File: config.mk
export PLATFORM = sky130hd
export DESIGN_NAME = dot_product_accumulator_flat
export DESIGN_NICKNAME = d
export VERILOG_FILES = /design/src/rtl/dot_product_accumulator_pkg.sv /design/src/rtl/dot_product_accumulator_if.sv /design/src/rtl/dot_product_accumulator_sat_clamp.sv /design/src/rtl/dot_product_accumulator.sv /design/src/flat_wrapper.sv
export SDC_FILE = /design/constraint.sdc
export NUM_CORES = 1
export LEC_CHECK = 0
export ABC_AREA = 1
export CAP_MARGIN = 25
export CORE_ASPECT_RATIO = 0.9
export CORE_MARGIN = 5
export CORE_UTILIZATION = 36
export CTS_BUF_LIST = sky130_fd_sc_hd__clkbuf_8
export CTS_CLUSTER_DIAMETER = 150
export CTS_CLUSTER_SIZE = 28
export DETAILED_ROUTE_END_ITERATION = 16
export DONT_BUFFER_PORTS = 1
export PLACE_DENSITY = 0.47
export SLEW_MARGIN = 20
export SYNTH_ARGS = -nofsm -noshare
export SYNTH_HDL_FRONTEND = slang
export SYNTH_HIERARCHICAL = 1
export SYNTH_SLANG_ARGS = --single-unit
File: constraint.sdc
create_clock -name clk -period 7.9 [get_ports clk]
set_input_delay 0.79 -clock clk [delete_from_list [all_inputs] [get_ports clk]]
set_output_delay 0.79 -clock clk [all_outputs]
set_load 0.1 [all_outputs]
File: src/rtl/dot_product_accumulator_pkg.sv
// Shared types and constants for the dot-product MAC back end and its
// reusable saturator.
package dpa_pkg;

  typedef enum logic [1:0] {
    IDLE  = 2'd0,
    ACCUM = 2'd1,
    DONE  = 2'd2
  } state_t;

  localparam logic [31:0] SAT_MAX = 32'h7FFF_FFFF;
  localparam logic [31:0] SAT_MIN = 32'h8000_0000;

  localparam int DEFAULT_ACC_WIDTH = 40;
  localparam int DEFAULT_LEN_WIDTH = 8;

endpackage

File: src/rtl/dot_product_accumulator_if.sv
// Job request, term stream and result handshake of the dot-product accumulator.
// master = the driving environment, slave = the accumulator.
interface dot_product_accumulator_if
  import dpa_pkg::*;
#(
  parameter int LEN_WIDTH = DEFAULT_LEN_WIDTH
) ();

  logic                 start;
  logic [LEN_WIDTH-1:0] length;
  logic                 mul_enable;
  logic                 in_valid;
  logic                 in_ready;
  logic [31:0]          product;
  logic                 out_valid;
  logic                 out_ready;
  logic [31:0]          out_result;
  logic                 out_overflow;
  logic                 busy;

  modport master (
    output start, length, in_valid, product, out_ready,
    input  mul_enable, in_ready, out_valid, out_result, out_overflow, busy
  );

  modport slave (
    input  start, length, in_valid, product, out_ready,
    output mul_enable, in_ready, out_valid, out_result, out_overflow, busy
  );

endinterface

File: src/rtl/dot_product_accumulator_sat_clamp.sv
// Combinational clamp of a wide signed accumulator to a signed 32-bit result,
// flagging when the value had to be limited.
module sat_clamp
  import dpa_pkg::*;
#(
  parameter int ACC_WIDTH = DEFAULT_ACC_WIDTH
) (
  input  logic [ACC_WIDTH-1:0] acc,
  output logic [31:0]          result,
  output logic                 overflow
);

  // The value fits in 32 bits when bit 31 and everything above it agree.
  logic [ACC_WIDTH-32:0] upper;
  logic                  fits;

  assign upper = acc[ACC_WIDTH-1:31];
  assign fits  = (&upper) | ~(|upper);

  always_comb begin
    result   = acc[31:0];
    overflow = 1'b0;
    if (!fits) begin
      overflow = 1'b1;
      result   = acc[ACC_WIDTH-1] ? SAT_MIN : SAT_MAX;
    end
  end

endmodule

File: src/rtl/dot_product_accumulator.sv
// Sums a programmed number of signed 32-bit products into a wide accumulator
// and returns the saturated total over a valid/ready handshake.
module dot_product_accumulator
  import dpa_pkg::*;
#(
  parameter int ACC_WIDTH = DEFAULT_ACC_WIDTH,
  parameter int LEN_WIDTH = DEFAULT_LEN_WIDTH
) (
  input logic                     clk,
  input logic                     rst_n,
  dot_product_accumulator_if.slave bus
);

  state_t                 state_reg, state_next;
  logic [ACC_WIDTH-1:0]   acc_reg, acc_next;
  logic [LEN_WIDTH-1:0]   remaining_reg, remaining_next;
  logic [31:0]            result_reg, result_next;
  logic                   overflow_reg, overflow_next;

  logic                   accum_active;
  logic                   beat;
  logic [ACC_WIDTH-1:0]   acc_sum;
  logic [31:0]            clamp_result;
  logic                   clamp_overflow;

  assign accum_active = (state_reg == ACCUM);
  assign beat         = accum_active && bus.in_valid;
  assign acc_sum      = acc_reg + {{(ACC_WIDTH-32){bus.product[31]}}, bus.product};

  // Clamp the post-add value so the final beat's result is registered on the
  // same edge that accepts it.
  sat_clamp #(
    .ACC_WIDTH(ACC_WIDTH)
  ) u_sat_clamp (
    .acc     (acc_sum),
    .result  (clamp_result),
    .overflow(clamp_overflow)
  );

  always_comb begin
    state_next     = state_reg;
    acc_next       = acc_reg;
    remaining_next = remaining_reg;
    result_next    = result_reg;
    overflow_next  = overflow_reg;

    case (state_reg)
      IDLE: begin
        if (bus.start) begin
          acc_next = '0;
          if (bus.length != '0) begin
            remaining_next = bus.length;
            state_next     = ACCUM;
          end else begin
            result_next   = '0;
            overflow_next = 1'b0;
            state_next    = DONE;
          end
        end
      end

      ACCUM: begin
        if (beat) begin
          acc_next       = acc_sum;
          remaining_next = remaining_reg - 1'b1;
          if (remaining_reg == {{(LEN_WIDTH-1){1'b0}}, 1'b1}) begin
            result_next   = clamp_result;
            overflow_next = clamp_overflow;
            state_next    = DONE;
          end
        end
      end

      DONE: begin
        if (bus.out_ready) begin
          state_next = IDLE;
        end
      end

      default: begin
        state_next = IDLE;
      end
    endcase
  end

  always_ff @(posedge clk) begin
    if (!rst_n) begin
      state_reg     <= IDLE;
      acc_reg       <= '0;
      remaining_reg <= '0;
      result_reg    <= '0;
      overflow_reg  <= 1'b0;
    end else begin
      state_reg     <= state_next;
      acc_reg       <= acc_next;
      remaining_reg <= remaining_next;
      result_reg    <= result_next;
      overflow_reg  <= overflow_next;
    end
  end

  // Handshake and status outputs are pure state decodes.
  assign bus.in_ready     = accum_active;
  assign bus.mul_enable   = accum_active;
  assign bus.out_valid    = (state_reg == DONE);
  assign bus.busy         = (state_reg != IDLE);
  assign bus.out_result   = result_reg;
  assign bus.out_overflow = overflow_reg;

endmodule
File: src/flat_wrapper.sv
// flat-port wrapper written by rule: the top's interface ports become plain ports
module dot_product_accumulator_flat import dpa_pkg::*;
#(
  parameter int ACC_WIDTH = DEFAULT_ACC_WIDTH,
  parameter int LEN_WIDTH = DEFAULT_LEN_WIDTH
)
  (clk, rst_n, bus_start, bus_length, bus_in_valid, bus_product, bus_out_ready, bus_mul_enable, bus_in_ready, bus_out_valid, bus_out_result, bus_out_overflow, bus_busy);
  dot_product_accumulator_if #(.LEN_WIDTH(LEN_WIDTH)) bus_i ();
  input logic clk;
  input logic rst_n;
  input wire logic [$bits(bus_i.start)-1:0] bus_start;
  input wire logic [$bits(bus_i.length)-1:0] bus_length;
  input wire logic [$bits(bus_i.in_valid)-1:0] bus_in_valid;
  input wire logic [$bits(bus_i.product)-1:0] bus_product;
  input wire logic [$bits(bus_i.out_ready)-1:0] bus_out_ready;
  output wire logic [$bits(bus_i.mul_enable)-1:0] bus_mul_enable;
  output wire logic [$bits(bus_i.in_ready)-1:0] bus_in_ready;
  output wire logic [$bits(bus_i.out_valid)-1:0] bus_out_valid;
  output wire logic [$bits(bus_i.out_result)-1:0] bus_out_result;
  output wire logic [$bits(bus_i.out_overflow)-1:0] bus_out_overflow;
  output wire logic [$bits(bus_i.busy)-1:0] bus_busy;
  assign bus_i.start = bus_start;
  assign bus_i.length = bus_length;
  assign bus_i.in_valid = bus_in_valid;
  assign bus_i.product = bus_product;
  assign bus_i.out_ready = bus_out_ready;
  assign bus_mul_enable = bus_i.mul_enable;
  assign bus_in_ready = bus_i.in_ready;
  assign bus_out_valid = bus_i.out_valid;
  assign bus_out_result = bus_i.out_result;
  assign bus_out_overflow = bus_i.out_overflow;
  assign bus_busy = bus_i.busy;
  dot_product_accumulator #(.ACC_WIDTH(ACC_WIDTH), .LEN_WIDTH(LEN_WIDTH)) u_core (.clk(clk), .rst_n(rst_n), .bus(bus_i));
endmodule
# --- Word level (Yosys, flattened, before mapping) ---
# Index checks and enable logic that the tools add are counted.
word_totals:
  regBits: 83
  input_bits: 45
  latchBits: 0
  mem_bits_rw: 0
  output_inout_bits: 37
  romBits: 0
  n_memories: 0
  elab_cells: 55
classes:
  n_reduce_logical: 11
  shifts: 0
  add_sub_neg: 2
  n_bitwise: 2
  eq_ne: 9
  n_lt_le_gt_ge: 0
  n_mux: 26
  div_mod_pow: 0
  n_mul: 0
ops:
  columns: ["op", "n"]
  rows:
  - ["$mux W32", 6]
  - ["$mux W40", 2]
  - ["$pmux W40 S2", 1]
  - ["$pmux W32 S2", 1]
  - ["$add A40 B40 Y40", 1]
  - ["$mux W8", 3]
  - ["$pmux W8 S2", 1]
  - ["$mux W2", 5]
  - ["$ne A2 B2 Y1 const B", 5]
  - ["$reduce_and A9 Y1", 1]
  - ["$reduce_or A9 Y1", 1]
  - ["$eq A8 B1 Y1 const B", 1]
  - ["$reduce_and A4 Y1", 2]
  - ["$reduce_bool A8 Y1", 1]
  - ["$sub A8 B1 Y8 const B", 1]
  - ["$pmux W2 S3", 1]
  - ["$mux W1", 5]
  - ["$reduce_and A5 Y1", 1]
  - ["$reduce_bool A2 Y1", 2]
  - ["$reduce_and A3 Y1", 1]
  - ["$eq A2 B1 Y1 const B", 1]
  - ["$eq A2 B2 Y1 const B", 1]
  - ["$logic_not A2 Y1", 1]
  - ["$ne A2 B1 Y1 const B", 1]
  - ["other kinds (4)", 4]

# --- Longest topological paths before layout ---
# Gate-level depths: netlist (run 1).
depth:
  word_depth: 8
  depth_mapped: 22
  mapped_depth_nobuf: 21

# --- Modules after synthesis ---
# Netlist (run 1), hierarchy kept.
by_module_without_submodules:
  columns: ["mod", "n_inst", "seq_area_each_um2", "cells_each", "area_each_um2"]
  rows:
  - ["dot_product_accumulator", 1, 1661.6, 1006, 6311.1]
  - ["sat_clamp", 1, 0.0, 90, 419.2]

# --- Least setup slack after synthesis (run 1) ---
# OpenSTA, ideal clock, no wires.
synth_timing:
  path_type: "input to register"
  start: "input port bus_product[0]"
  end: "register u_core.result_reg[23] (netlist: u_core/bus.out_result[23])"
  required_time_ns: 7.772
  n_path_buf: 1
  setup_time_ns: 0.128
  path_slack_ns: 4.793
  arrival_ns: 2.979
  path_stages: 18
  path_cell_list: "ha_1 fa_1 nand3_1 nand3_2 nand2_1 nand2_1 nand2_1 nand3_2 nand2_1 nand3_2 and2_1 nor2_1 nand2_1 o21ai_4 buf_6 nand2_1 a22oi_1 nor2_1"
synth_between:
  elab_chain_len: 8
  word_cells_on_any_way: 10
  cone_classes: "add/sub: 1; mux: 5; bitwise: 2; reduce/logical: 2"
synth_rtl:
  columns: ["element", "line_no", "text"]
  rows:
  - ["from (decl)", "flat_wrapper.sv:14", "input wire logic [$bits(bus_i.product)-1:0] bus_product;"]
  - ["$add A40 B40 Y40 *", "dot_product_accumulator.sv:28", "assign acc_sum = acc_reg + {{(ACC_WIDTH-32){bus.product[31]}}, bus.product};"]
  - ["net u_core.acc_sum[38]", "dot_product_accumulator.sv:22", "logic [ACC_WIDTH-1:0] acc_sum;"]
  - ["$reduce_or A9 Y1", "dot_product_accumulator_sat_clamp.sv:18", "assign fits = (&upper) | ~(|upper);"]
  - ["$not A1 Y1", "dot_product_accumulator_sat_clamp.sv:18", null]
  - ["$or A1 B1 Y1 *", "dot_product_accumulator_sat_clamp.sv:18", null]
  - ["$mux W32 *", "dot_product_accumulator_sat_clamp.sv:23", "if (!fits) begin"]
  - ["net u_core.clamp_result[23]", "dot_product_accumulator.sv:23", "logic [31:0] clamp_result;"]
  - ["$mux W32 *", "dot_product_accumulator.sv:66", "if (remaining_reg == {{(LEN_WIDTH-1){1'b0}}, 1'b1}) begin"]
  - ["$mux W32 *", "dot_product_accumulator.sv:63", "if (beat) begin"]
  - ["$pmux W32 S2 *", "dot_product_accumulator.sv:47", "case (state_reg)"]
  - ["to (signal assigned)", "dot_product_accumulator.sv:97", "result_reg <= result_next;"]
  - ["to (decl)", "dot_product_accumulator.sv:17", "logic [31:0] result_reg, result_next;"]
# Mark *: on every way through the listed nets, which the timed path passes. The rest lies on a longest branch. The select of a mux whose other input is x is not followed.
# A chain may end at the register's enable or synchronous reset.

# --- Worst setup path in the final report (run 1) ---
layout_timing:
  start: "input port bus_product[0]"
  end: "register u_core.result_reg[28] (netlist: u_core/bus.out_result[28])"
# Same word-level chain as after synthesis.

==> results.cfg, run 1 <==
[flow_run]
drv_cap = 0

[global_routing]
antenna_found_initial = 0
grt_pass1_vias = 6284
grt_overflow = 0
grt.total_usage_pct = 20.2
grt_pass1_wl_mm = 34.8
grt_max_degree = 48

[clocking]
cts_tree = done
htree_levels = 3
ctsHoldBuffers = 0
clock_tree.root_cell = clkbuf_8
numCtsBuffers = 9
clkLatencyLatePin_ns = 0.39
clockBufferDepth = 2
postCtsSetupBuffers = 0
cts_sinks = 83
ctsResizeCount = 0
clkSlewWorstSetupHoldPaths_ns = 0.10

[sta]
slew_headroom_pct = 27.1
slew_viol_final = 0
finalSetupViolCount = 0
setup_tns_ns = 0
hold_violations = 0
finalCritPeriodShare_pct = 44.9
skew_ns = 0.0110
worst_slew_pin_slew_ns = 1.09
rsz0062_at_grt = no
timing.fmax_ghz = 0.282
min_period_ns = 3.54

[setup_path]
cp_slowest_cell = o21ai_4
path_cells = ha_1 > fa_1 > nand3_1 > nand3_2 > nand2_1 > nand2_2 > nand3_1 > nand2_1 > nand2_1 > nand3b_1 > and2_1 > nor2_2 > nand2_2 > o21ai_4 > nand2_1 > a22oi_1 > nor2_1
cp-start-kind = input port
worstPathArrival_ns = 3.81
cp_top_family = simple AND/OR/NAND/NOR gates
end_kind = flop
crit_type = input port to flop
slowest_delay_ns = 0.72
crit_path_frequent_cell = nand2_1
required_ns = 8.17
worstPathMaxFanout = 31
path_buf_inv = 0

[yosys]
yosysTopAreaCellShare_pct = 24.7
synth_compound_area_share_pct = 13.4
synth_top_area_cell = dfxtp_1
seq_area_frac_synth_pct = 24.7
ys_types = 42
ys_seq_elements = 83
synthTopCellsByArea = dfxtp_1 25%, nand2_1 21%, inv_1 7.6%
synth_adder_area_share_pct = 7.92
yosys.area_share.simple_pct = 40.1
muxShareOfSynthArea_pct = 0
synth_area_sq_um = 6730
synth_nets = 1183
syn-instance-count = 1096
synth-xor-area-share_pct = 3.05
ys_warn_count = 6
synth_area_per_cell_sq_um = 6.14
synth_top_family_by_area = simple AND/OR/NAND/NOR gates

[floorplan]
die_x_microns = 154
die_area_sq_um = 21500
pin_count = 82
rows = 47
die_h_microns = 140
core_area_sq_um = 18400
start_util_pct = 36.6

[place]
placed_cell_area_sq_um = 6870
io_buffers = 0
gp_congestion = 0.867
dpl.hpwl_mm = 16.8

[final_layout]
area_growth_syn_to_layout_pct = 5.45
postLayoutCellArea_sq_um = 7100
ff_latch_area_sq_um = 1660
multiInputGateArea_sq_um = 4340
n_antenna_cell = 0
final_nets = 1169
drive_gt1_share_pct = 8.37
fillers = 2046
largest_register_ff_count = 40
final_util_pct = 38.6

[drt]
drc_errors = 0
antenna_left = 0
via_per_inst = 4.93
route.met3.wl_mm = 1.12
wire_per_inst_microns = 16.2
dr_wl_met2_mm = 9.76
drt_first_pass_iters = 5
drt_iter0_markers = 465
drt-met1-wl_mm = 10.6
highest-signal-layer = met4
num_vias = 6565
routed_wl_mm = 21.6

[min_path]
hold_class = flop to flop

[power]
power_density_nw_per_um2 = 326
leakagePower_nw = 3.54
ir_drop_v = 0.000147

[status]
status = finished, final reports clean
synthesized netlist by cell type, drive strengths merged:
cell      n
clkinv    1
nand2   398
a22oi    33
xnor2     5
a221oi    1
a211oi    3
nor3      8
buf      18
inv     142
ha       41
a31oi     5
or2       7
a21oi    81
dfxtp    83
nand4     4
nand3b    5
nor2    129
o21bai    1
fa        1
o21ai    28
nand3    54
a21o      1
o21a      1
clkbuf   12
and2     19
xor2     15
path summary, 6_finish.rpt:
check                      from                         to  slack, ns  cells past startpoint
min reg2reg  u_core/acc_reg[25]         u_core/acc_reg[25]       0.47                      2
max reg2reg   u_core/acc_reg[0]  u_core/bus.out_result[28]       4.45                     17
min          u_core/acc_reg[25]         u_core/acc_reg[25]       0.47                      2
max              bus_product[0]  u_core/bus.out_result[28]       4.36                     17
where the power goes:
part | internal (mW) | leakage [nW] | total (mW) | switching (mW)
clock | 0.123 | 0.0926 | 0.317 | 0.194
sequential | 0.517 | 0.676 | 0.916 | 0.399
combinational | 0.319 | 2.77 | 1.08 | 0.759
through the flow:
step,instances,setup WS [ns],total power [mW],hold slack (ns)
5_1_grt,1332,4.06,2.48,0.497
3_5_place_dp,1314,3.90,2.00,0.463
4_1_cts,1330,4.33,2.33,0.479
6_report,1332,4.36,2.31,0.475
2_1_floorplan,1096,4.79,1.77,0.448
3_3_place_gp,1314,3.98,2.00,0.459
tightest hold or removal path, delay by kind of cell, from the launching register on:
kind               cells  cell delay [ns]
DFF                    1             0.32
AOI/OAI and AO/OA      1             0.06
and+or+nand+nor        1             0.06
kinds of logic (layout without fill, tap and decap cells):
family                     Yosys count  in the layout
buffers and inverters              173            164
adders and majority gates           42             42
AOI/OAI and AO/OA                  154            154
xor gates and xnor gates            20             20
DFF                                 83             83
and+or+nand+nor                    624            624
layout make-up:
class	count	area share (%)
flip-flops and latches	83	23.4
inverters	143	7.56
clock buffers	9	1.75
repair buffers	5	0.758
multi-input cells	840	61.2
clock inverters	7	1.00
well taps	245	4.32
layer usage:
metal,GRT usage (%),vias up
met5,0,-
met4,3.02,0
met3,4.59,10
met2,32.4,133
met1,28.3,2992
li1,-,3430
cells in the final DEF (no fill, tap or decap), drive strengths merged, types with 2 or more instances in the layout:
| cell type | instances |
|---|---|
| a31oi | 5 |
| nand4 | 4 |
| nand3b | 5 |
| clkinvlp | 2 |
| o21ai | 28 |
| nand2 | 398 |
| dfxtp | 83 |
| clkinv | 3 |
| xor2 | 15 |
| clkbuf | 10 |
| and2 | 19 |
| a21oi | 81 |
| or2 | 7 |
| nor3 | 8 |
| a211oi | 3 |
| nand3 | 54 |
| xnor2 | 5 |
| buf | 4 |
| ha | 41 |
| nor2 | 129 |
| inv | 145 |
| a22oi | 33 |
No activity file was read; power rests on OpenSTA's default activity.
==> run 2, diff against run 1 <==
--- a/config.mk
+++ b/config.mk
@@ -15,7 +15,7 @@
 export CTS_CLUSTER_SIZE = 28
 export DETAILED_ROUTE_END_ITERATION = 16
 export DONT_BUFFER_PORTS = 1
-export PLACE_DENSITY = 0.47
+export PLACE_DENSITY = 0.49
 export SLEW_MARGIN = 20
 export SYNTH_ARGS = -nofsm -noshare
 export SYNTH_HDL_FRONTEND = slang
==> constraint.sdc (replaced) <==
create_clock -name clk -period 2.85 [get_ports clk]
set_input_delay 0.285 -clock clk [delete_from_list [all_inputs] [get_ports clk]]
set_output_delay 0.285 -clock clk [all_outputs]
set_load 0.1 [all_outputs]
==> run 2 against run 1 <==
Compared with the run above: sequential share of layout area shrank 3.7 points; critical path type is now flop to flop; largest power group unchanged; clock skew rose by 0.0098 ns; combinational power increased to 3.6 times the previous value; core utilization grew 7.7 points; first-iteration DRC count increased by 9.5%; cell count rose by 4.7%; register-to-register slack lost 4.4 ns; clock-buffer cell count did not move; critical path depth rose by 2; routed wire length rose by 3.7%; worst setup slack lost 4.3 ns.
==> results.cfg, run 2 (synthesis gave the netlist of run 1 again) <==
[drt]
antenna_left = 0
wire_per_inst_microns = 16.0
num_vias = 6874
drt_first_pass_iters = 5
routed_wl_mm = 22.4
via_per_inst = 4.93
drc_errors = 0
drt_iter0_markers = 509

[floorplan]
die_area_sq_um = 21500
die_x_microns = 154
core_area_sq_um = 18400
die_h_microns = 140
pin_count = 82
rows = 47
start_util_pct = 36.6

[sta]
hold_violations = 0
rsz0062_at_grt = yes
finalSetupViolCount = 0
worst_slew_pin_slew_ns = 1.02
finalCritPeriodShare_pct = 97.1
min_period_ns = 2.77
slew_viol_final = 0
skew_ns = 0.0208
timing.fmax_ghz = 0.361
slew_headroom_pct = 31.9

[place]
dpl.hpwl_mm = 17.0
gp_congestion = 0.927
io_buffers = 0

[final_layout]
layout_commonest_cell = nand2_1
mostFrequentLayoutCells = 347 x nand2_1, 136 x inv_1, 95 x nor2_1
final_util_pct = 46.2
n_antenna_cell = 0
area_growth_syn_to_layout_pct = 26.4
largest_register_ff_count = 40
drive_gt1_share_pct = 25.7
final_nets = 1232
fillers = 1959

[clocking]
cts_sinks = 83
clockBufferDepth = 2
htree_levels = 3
cts_tree = done
clock_tree.root_cell = clkbuf_8
clkLatencyLatePin_ns = 0.40
clkSlewWorstSetupHoldPaths_ns = 0.11
numCtsBuffers = 9

[power]
ir_drop_v = 0.000634
power_density_nw_per_um2 = 853
p_seq_share_pct = 32.7
total_power_mw = 7.26
leakagePower_nw = 4.03
switching_share_pct = 55.0
pwr-share-comb_pct = 54.3
p_switching_mw = 3.99
power.internal_mw = 3.26
clockPowerShare_pct = 13.0

[global_routing]
grt_pass1_wl_mm = 34.7
grt.total_usage_pct = 20.1
grt_overflow = 0
antenna_found_initial = 0
grt_max_degree = 41
grt_pass1_vias = 6411

[setup_path]
end_kind = flop
worstPathMaxFanout = 6
cp-start-kind = flop
required_ns = 3.14
worstPathArrival_ns = 3.06
crit_type = flop to flop

[min_path]
hold_class = input port to flop

[status]
status = finished, final reports clean

[flow_run]
drv_cap = 0
## run 2: cell count changes in the layout (fill, tap and decap cells not counted), sizes merged
cell	change
dlygate4sd3	+1
clkinvlp	-1
clkbuf	+1
buf	+61
clkinv	-2
inv	+2
bufinv	+1
## run 2: metal layers
layer	routed length, microns	share of wire, %	global-route usage, %	vias to the layer above
li1	-	-	-	3570
met4	481	2.1	5.95	0
met1	10800	48	27.8	3132
met3	1090	4.9	4.56	30
met2	10000	45	31.2	142
met5	0	0	0	-
## run 2: stage by stage
stage	hold WS (ns)	setup WS [ns]	cell area (sq um)	setup TNS, ns	cells
final	0.0182	0.0813	8510	0	1395
after global routing	0.00703	-0.0515	8510	-0.507	1395
after CTS	0.00410	-0.0216	7710	-0.121	1381
after detailed placement	0.434	-0.0728	7230	-1.02	1357
after global placement	0.428	-0.00577	7230	-0.00577	1357
after floorplan	0.423	0.248	6730	0	1096
## run 2: path summary, 6_finish.rpt
kind	from	endpoint	slack, ns	cells after the start
hold / removal	rst_n	u_core/acc_reg[0]	0.02	2
setup reg to reg	u_core/acc_reg[0]	u_core/bus.out_result[21]	0.08	19
setup / recovery	u_core/acc_reg[0]	u_core/bus.out_result[21]	0.08	19
hold reg to reg	u_core/acc_reg[36]	u_core/acc_reg[36]	0.47	2
## run 2: cell type report
cell class	instances	area, sq um	share of cell area [%]
clock buffer	9	124	1.46
clock inverter	7	80.1	0.941
inverter	143	537	6.31
multi-input combinational	840	5130	60.4
sequential	83	1680	19.7
tap	245	307	3.60
timing repair buffer	68	644	7.58
## run 2: power groups by stage
stage	clock network [mW]	registers, mW	logic (mW)
after global routing	1.03	2.41	4.30
after CTS	0.980	2.35	3.51
after global placement	0	2.36	3.36
final	0.942	2.37	3.94
after floorplan	0	2.52	2.39
after detailed placement	0	2.36	3.36
## run 2: critical path, stage by stage (launching register included)
cell and delay [ns]:
dfxtp_2 0.35, ha_4 0.17, fa_2 0.41, nand3_2 0.09
nand3_4 0.09, nand2_2 0.09, nand2_2 0.05, nand2_2 0.08
nand3_4 0.09, nand2_2 0.09, nand3_2 0.07, and2_4 0.17
nor2_4 0.11, nand2_2 0.08, o21ai_4 0.18, buf_6 0.14
buf_16 0.11, nand2_1 0.06, a22oi_1 0.19, nor2_1 0.07
## run 2: what timing repair did
item / CTS / global route
setup buffers: 5 / 12
resized for setup: 26 / 159
cloned: 2 / 2
pin swaps: 6 / 44
endpoints found under the hold margin: 3 / 0
setup endpoints to repair: 31 / 32
hold buffers: 1 / 0
==> run 3, diff against run 2 <==
--- a/config.mk
+++ b/config.mk
@@ -9,13 +9,14 @@
 export CAP_MARGIN = 25
 export CORE_ASPECT_RATIO = 0.9
 export CORE_MARGIN = 5
-export CORE_UTILIZATION = 36
+export CORE_UTILIZATION = 55
 export CTS_BUF_LIST = sky130_fd_sc_hd__clkbuf_8
 export CTS_CLUSTER_DIAMETER = 150
 export CTS_CLUSTER_SIZE = 28
 export DETAILED_ROUTE_END_ITERATION = 16
 export DONT_BUFFER_PORTS = 1
-export PLACE_DENSITY = 0.49
+export HOLD_SLACK_MARGIN = 0.06
+export PLACE_DENSITY = 0.7
 export SLEW_MARGIN = 20
 export SYNTH_ARGS = -nofsm -noshare
 export SYNTH_HDL_FRONTEND = slang
==> run 3 against run 2 <==
Compared with the run above: register-to-register slack worse by 0.03 ns; highest routed layer unchanged; die area down 32%; combinational power down 3%; sequential power about the same.
==> results.cfg, run 3 (synthesis gave the netlist of run 1 again) <==
[status]
status = finished, final reports clean

[setup_path]
reg2reg_depth = 18
crit_type = flop to flop
cp-start-kind = flop
worstPathArrival_ns = 3.05
worstPathMaxFanout = 12
end_kind = flop
required_ns = 3.10

[global_routing]
grt.total_usage_pct = 25.6
grt_pass1_vias = 6057
grt_overflow = 0
antenna_found_initial = 0
grt_max_degree = 44
grt_pass1_wl_mm = 30.2

[floorplan]
rows = 38
pin_count = 82
die_x_microns = 127
die_area_sq_um = 14600
die_h_microns = 115
core_area_sq_um = 12000
start_util_pct = 55.9

[drt]
drt_first_pass_iters = 5
drt_iter0_markers = 610
num_vias = 7092
via_per_inst = 5.46
wire_per_inst_microns = 16.0
routed_wl_mm = 20.8
drc_errors = 0
antenna_left = 0

[sta]
finalSetupViolCount = 0
timing.fmax_ghz = 0.358
rsz0062_at_grt = yes
slew_headroom_pct = 32.3
min_period_ns = 2.80
worst_slew_pin_slew_ns = 1.01
timing.hold.ws_ns = 0.122
finalCritPeriodShare_pct = 98.1
slew_viol_final = 0
skew_ns = 0.0153
hold_violations = 0
setup_tns_ns = 0

[place]
io_buffers = 0
dpl.hpwl_mm = 14.9
gp_congestion = 1.00

[final_layout]
final_nets = 1221
largest_register_ff_count = 40
area_growth_syn_to_layout_pct = 22.6
mostFrequentLayoutCells = 342 x nand2_1, 134 x inv_1, 93 x nor2_1
layout_commonest_cell = nand2_1
drive_gt1_share_pct = 24.5
fillers = 1103
n_antenna_cell = 0

[clocking]
numCtsBuffers = 9
htree_levels = 3
cts_sinks = 83
clockBufferDepth = 2
clkSlewWorstSetupHoldPaths_ns = 0.09
clock_tree.root_cell = clkbuf_8
cts_tree = done
clkLatencyLatePin_ns = 0.39

[min_path]
min_path_cells = 2
hold_class = input port to flop

[power]
leakagePower_nw = 3.94
ir_drop_v = 0.000573
power_density_nw_per_um2 = 842

[flow_run]
drv_cap = 0
[run 3: layer usage]
metal | share of wire [%] | routed length [microns] | vias up | track usage, %
li1 | - | - | 3541 | -
met3 | 7.4 | 1540 | 29 | 4.88
met1 | 44 | 9090 | 3276 | 34.7
met4 | 2.1 | 437 | 0 | 6.22
met5 | 0 | 0 | - | 0
met2 | 47 | 9730 | 246 | 42.4
[run 3: final timing paths]
kind	start	end	slack (ns)
worst max-delay path	u_core/acc_reg[6]	u_core/bus.out_result[2]	0.05
worst min-delay path	bus_length[0]	u_core/remaining_reg[0]	0.12
worst max register to register	u_core/acc_reg[6]	u_core/bus.out_result[2]	0.05
worst min register to register	u_core/acc_reg[33]	u_core/acc_reg[33]	0.48
[run 3: layout make-up]
cell class              instances  area, sq um  share of cell area [%]
clock buffers                   9          124                    1.50
clock inverters                 7         51.3                   0.622
inverters                     143          537                    6.50
multi-input cells             842         5180                    62.8
flip-flops and latches         83         1680                    20.4
well taps                     160          200                    2.43
repair buffers                 55          474                    5.75
[run 3: metrics by stage]
step | worst slack, ns | total power, mW | std cells | cell area [sq um] | util, %
2_1_floorplan | 0.248 | 4.91 | 1096 | 6730 | -
3_3_place_gp | 0.0101 | 5.54 | 1256 | 6980 | 58.0
3_5_place_dp | 0.0209 | 5.56 | 1256 | 6980 | 58.0
4_1_cts | 0.0139 | 6.39 | 1276 | 7210 | 59.9
5_1_grt | -0.0652 | 7.37 | 1299 | 8250 | 68.6
6_report | 0.0549 | 6.95 | 1299 | 8250 | 68.6
[run 3: where the power goes]
group          total (mW)  switching [mW]  internal [mW]
clock network       0.798           0.476          0.322
logic                3.81            2.52           1.29
registers            2.34           0.897           1.44
[run 3: critical path, stage by stage (launching register included)]
cell and delay (ns):
dfxtp_1 0.34, ha_4 0.31, nand2_2 0.09, nor2_2 0.18
nand2_1 0.08, nand2_2 0.14, nand2_1 0.08, nand2_2 0.09
nand3_2 0.09, nand2_1 0.08, nand2_1 0.06, and2_4 0.15
nor2_4 0.10, nand2_2 0.07, o21ai_4 0.29, clkbuf_16 0.23
nand2_1 0.05, a22oi_1 0.15, nor2_1 0.06
[run 3: repair_timing]
action | CTS | global route
buffers inserted | 0 | 19
hold buffers | 4 | 0
setup endpoints to repair | 6 | 32
gates resized for setup | 3 | 189
cloned | 0 | 4
pin swaps | 0 | 45
hold endpoints to repair | 6 | 0
